## src/rtl/hs32_decode1_pipe.sv

```systemverilog
// HS32 decode stage 1: cracks the instruction, reads Rn, forms shift/mask controls, resolves RAW hazards.
// Latency: 1 cycle from accept to valid_o; sustains one instruction per cycle.
// Backpressure: output packet holds while ready_i=0; ready_o drops on a pending packet or a non-forwardable hazard.
module hs32_decode1_pipe #(
    parameter int NSTG = 3,
    parameter int RW   = 4
) (
    input  logic                clk_i,
    input  logic                rst_i,
    input  logic                valid_i,
    output logic                ready_o,
    input  logic [31:0]         instr_i,
    output logic [RW-1:0]       rp_addr_o,
    input  logic [31:0]         rp_data_i,
    input  logic [NSTG*RW-1:0]  stg_rd_i,
    input  logic [NSTG-1:0]     stg_wr_i,
    input  logic [NSTG-1:0]     stg_fwd_i,
    input  logic                flush_i,
    output logic                valid_o,
    input  logic                ready_i,
    output logic [RW-1:0]       rd_o,
    output logic [RW-1:0]       rm_o,
    output logic [31:0]         d2_o,
    output logic [4:0]          shl_o,
    output logic [4:0]          shr_o,
    output logic                sext_o,
    output logic                maskl_o,
    output logic                maskr_o,
    output logic [4:0]          opc_o,
    output logic [NSTG-1:0]     fwd_o,
    output logic                ud_o
);

    typedef struct packed {
        logic [RW-1:0]   rd;
        logic [RW-1:0]   rm;
        logic [31:0]     d2;
        logic [4:0]      shl;
        logic [4:0]      shr;
        logic            sext;
        logic            maskl;
        logic            maskr;
        logic [4:0]      opc;
        logic [NSTG-1:0] fwd;
        logic            ud;
    } pkt_t;

    function automatic logic is_ud(input logic [5:0] op);
        logic def;
        def = (~op[5] & (op[3:2] == 2'b10))
            | (op[5:1] == 5'b00000)
            | (op[5] & ~op[3])
            | (op[5] & (op[3:0] == 4'b1010))
            | (op[5] & (op[3:0] == 4'b1100))
            | (op == 6'b010000);
        return ~def;
    endfunction

    logic [5:0]      opcode;
    logic [RW-1:0]   rn;
    logic [4:0]      sh;
    logic [1:0]      dir;
    logic            ror;
    logic            r_op;
    logic            hit_any;
    logic            stall;
    logic            accept;
    logic [NSTG-1:0] fwd_next;
    pkt_t            pkt_next;
    pkt_t            pkt_q;
    logic            vld_q;

    assign opcode    = instr_i[31:26];
    assign rn        = instr_i[17 -: RW];
    assign sh        = instr_i[13:9];
    assign dir       = instr_i[8:7];
    assign ror       = (dir == 2'b11);
    assign r_op      = opcode[4];
    assign rp_addr_o = rn;

    // Youngest matching stage decides: forward from it, or stall if it cannot forward.
    always_comb begin
        hit_any  = 1'b0;
        stall    = 1'b0;
        fwd_next = '0;
        for (int k = 0; k < NSTG; k++) begin
            if (!hit_any && valid_i && r_op && stg_wr_i[k] &&
                (stg_rd_i[k*RW +: RW] == rn)) begin
                hit_any = 1'b1;
                if (stg_fwd_i[k]) fwd_next[k] = 1'b1;
                else              stall       = 1'b1;
            end
        end
    end

    always_comb begin
        pkt_next       = '0;
        pkt_next.rd    = instr_i[25 -: RW];
        pkt_next.rm    = instr_i[21 -: RW];
        pkt_next.d2    = r_op ? rp_data_i : {{16{instr_i[15]}}, instr_i[15:0]};
        pkt_next.shl   = sh;
        pkt_next.shr   = ror ? (5'd0 - sh) : sh;
        pkt_next.sext  = (dir == 2'b10);
        pkt_next.maskl = ~ror;
        pkt_next.maskr = (dir != 2'b00);
        pkt_next.opc   = {opcode[5], opcode[3:0]};
        pkt_next.fwd   = fwd_next;
        pkt_next.ud    = is_ud(opcode);
    end

    assign ready_o = ~stall & (~vld_q | ready_i);
    assign accept  = valid_i & ready_o;

    always_ff @(posedge clk_i) begin
        if (rst_i) begin
            vld_q <= 1'b0;
            pkt_q <= '0;
        end else if (flush_i) begin
            vld_q <= 1'b0;
        end else if (accept) begin
            vld_q <= 1'b1;
            pkt_q <= pkt_next;
        end else if (ready_i) begin
            vld_q <= 1'b0;
        end
    end

    assign valid_o = vld_q;
    assign rd_o    = pkt_q.rd;
    assign rm_o    = pkt_q.rm;
    assign d2_o    = pkt_q.d2;
    assign shl_o   = pkt_q.shl;
    assign shr_o   = pkt_q.shr;
    assign sext_o  = pkt_q.sext;
    assign maskl_o = pkt_q.maskl;
    assign maskr_o = pkt_q.maskr;
    assign opc_o   = pkt_q.opc;
    assign fwd_o   = pkt_q.fwd;
    assign ud_o    = pkt_q.ud;

endmodule

```

## config.mk

```make
export PLATFORM = sky130hd
export DESIGN_NAME = hs32_decode1_pipe
export DESIGN_NICKNAME = d
export VERILOG_FILES = /design/src/rtl/hs32_decode1_pipe.sv
export SDC_FILE = /design/constraint.sdc
export NUM_CORES = 1
export LEC_CHECK = 0
export CORE_ASPECT_RATIO = 0.8
export CORE_MARGIN = 2
export CORE_UTILIZATION = 28
export CTS_CLUSTER_SIZE = 10
export DETAILED_ROUTE_END_ITERATION = 8
export PLACE_DENSITY = 0.57
export SLEW_MARGIN = 40
export SYNTH_ARGS = -nofsm -noshare
export SYNTH_HDL_FRONTEND = slang
export SYNTH_SLANG_ARGS = --single-unit
```

## constraint.sdc

```tcl
create_clock -name clk_i -period 3.09 [get_ports clk_i]
set_clock_uncertainty 0.05 [all_clocks]
set_input_delay 0.618 -clock clk_i [delete_from_list [all_inputs] [get_ports clk_i]]
set_output_delay 0.618 -clock clk_i [all_outputs]
set_load 0.1 [all_outputs]
```

==> results.cfg <==
[detailed_routing]
detail_route.wirelength_microns = 10100
route.detailed.wl_per_inst_microns = 15.8
drt_first_pass_iters = 4
drt_first_iter_violations = 168
route.detailed.vias_per_inst = 4.88
num_vias = 3113
drtAntennaViolNets = 0
drcViolationCount = 0

[final_layout]
layout_area_growth_over_synthesis_pct = 62.1
final_layout_size_suffix_gt1_frac = 0.247
finish.instance_area_sq_mm = 0.00504
antenna-diode-count = 0
final_cell_count_no_fill = 638
nets = 577
final.fill_count = 1078
mostFrequentLayoutCells = 83 x sky130_fd_sc_hd__clkdlybuf4s50_1, 83 x sky130_fd_sc_hd__buf_4, 62 x sky130_fd_sc_hd__dfxtp_1, 38 x sky130_fd_sc_hd__nand2b_1, 38 x sky130_fd_sc_hd__nor3_1

[clocking]
worst_setup_hold_path_clk_slew_ns = 0.05
clock_tree.buffer_depth = 2
cts.hold.buffers_added = 0
cts_setup_buffers = 0
cts-buffers-inserted = 9
clkLatencyLatePin_ns = 0.33
cts_tree = done
h-tree-depth = 3
cts_root_buffer = sky130_fd_sc_hd__clkbuf_16
tritoncts_num_sinks = 62

[placed_design]
numPlacedInstances = 622
buffer_ports.inserted = 154
dp_hpwl_microns = 7170
placedInstanceArea_sq_mm = 0.00470
place.gp.congestion = 0.719
dp_slack_ns = -0.121

[power_and_ir_drop]
ir_worst_vdd_uv = 355
p_leak_nw = 2.05
finalPower_w = 0.00307
pwr_density_cell_mw_per_mm2 = 608

[global_route]
grt_start_max_net_pins = 32
antenna_found_initial = 0
wire_length_of_the_first_global_routing_pass_microns = 15900
globalRouteOverflowTotal = 0
grt_usage = 0.169
number_of_global_route_vias_before_repair = 3124

[floorplanning]
fp.coreArea_sq_mm = 0.0108
die_ht_microns = 98.3
ioPinCount = 155
floorplan.die_area_sq_mm = 0.0120
die_x_microns = 122
initial_core_utilization = 0.287
row_count = 34

[sta]
min_period_ns = 3.00
grt_setup_unrepaired = no
timing.hold.ws_ns = 0.414
layout_worst_path_cycle_share = 0.972
report.final.hold_viol_count = 0
tightest_slew_ns = 0.656
timing.fmax_mhz = 333
final.setup.worst_slack_ns = 0.0859
maxSlewViolCount = 0
slew_headroom = 0.561
finalSetupViolCount = 0

[synth]
synth_async_sr_flop_share = 0
synth_warnings = 0
synth_cells = 339
register_bit_total_from_synthesis = 62
syn_nets = 427
synth.yosys.seq_area_share = 0.399
synth.avg_cell_area_sq_um = 9.18
number_of_enable_type_register_cells_in_the_synthesized_netlist = 0
synth_area_sq_mm = 0.00311
ys_dominant_reg_cell = sky130_fd_sc_hd__dfxtp_1
ys_types = 38
yosysTopAreaCellShare = 0.399
netlist.top_cell.by_area = sky130_fd_sc_hd__dfxtp_1
synth.area.top_cells = sky130_fd_sc_hd__dfxtp_1 40%, sky130_fd_sc_hd__mux2i_1 11%, sky130_fd_sc_hd__nand2b_1 7.6%

[setup_path]
crit_path_start_kind = primary input
timing_worst_setup_path_type = primary input to primary output
cp_max_fo = 4
cp.required_ns = 2.42
worstSetupEndpointType = primary output
worst-r2r-setup-slack_ns = 1.09
critical_path_arrival_ns = 2.34

[flow_run]
cap_violations = 0

[outcome]
outcome = completed

[min_path]
min-delay-path-class = register to register
==> metrics by stage <==
step,util,TNS [ns]
floorplan,-,0
finish,0.465,0
global placement,0.433,-0.0830
global route,0.465,0
detailed placement,0.433,-0.121
CTS,0.464,0
==> per-layer routing <==
metal  wire length [microns]  vias to the layer above  part of all wire  track usage
met1                    4570                     1457              0.45        0.215
met4                     119                        0             0.012       0.0460
met5                       0                        -                 0            0
met2                    4440                      120              0.44        0.263
li1                        -                     1523                 -            -
met3                     942                       13             0.094       0.0701
==> logic make-up after synthesis <==
kind of cell | share of synthesized area
buffers and inverters | 0.0611
multiplexers | 0.109
adder cells (fa/ha/maj) | 0.00402
AO/OA/AOI/OAI | 0.156
flip-flops | 0.399
AND/OR/NAND/NOR | 0.231
XOR/XNOR | 0.0394
==> Yosys cell counts, drive strengths merged (3+ instances only) <==
cell,number
nand3,6
xor2,6
a311oi,20
o21ai,3
clkbuf,18
nand2,27
xnor2,8
a211oi,18
a21oi,6
nor2,6
or3,4
a22o,3
nor3,41
dfxtp,62
buf,16
nand2b,38
mux2i,34
inv,4
==> where the power goes <==
part / internal, W / switching [W] / total (W)
sequential: 0.000866 / 0.0000360 / 0.000902
combinational: 0.000308 / 0.000721 / 0.00103
clock: 0.000771 / 0.000364 / 0.00113
total: 0.00195 / 0.00112 / 0.00307
==> state kept, by name, summed over array words and instances, names as in the netlist <==
register  count
d2_o         32
fwd_o         3
maskl_o       1
maskr_o       1
opc_o         5
rd_o          4
rm_o          4
sext_o        1
shl_o         5
shr_o         4
ud_o          1
valid_o       1
==> cell type report <==
class,instances,area (sq um),share of cell area
Multi-Input combinational cell,239,1720,0.341
Timing Repair Buffer,173,1550,0.308
Sequential cell,62,1240,0.246
Clock buffer,13,270,0.0536
Tap cell,144,180,0.0357
Clock inverter,3,65.1,0.0129
Inverter,4,15.0,0.00298
==> critical path, cell delays in order <==
cell and delay, ns:
sky130_fd_sc_hd__clkdlybuf4s50_1 0.53, sky130_fd_sc_hd__xor2_1 0.20, sky130_fd_sc_hd__nor3_2 0.28, sky130_fd_sc_hd__nand4_1 0.20
sky130_fd_sc_hd__a41oi_2 0.29, sky130_fd_sc_hd__buf_12 0.21
==> final timing paths <==
kind,startpoint,end,depth (start not counted)
worst min register to register,fwd_o[2],fwd_o[2],1
worst max register to register,valid_o,d2_o[24],7
worst min-delay path,fwd_o[2],fwd_o[2],1
worst max-delay path,instr_i[16],ready_o,6
==> repair_timing <==
action	4_1_cts	5_1_grt
hold endpoints to repair	0	0
resized for setup	1	3
endpoints found under the setup margin	1	1
No activity file was read; power rests on OpenSTA's default activity.
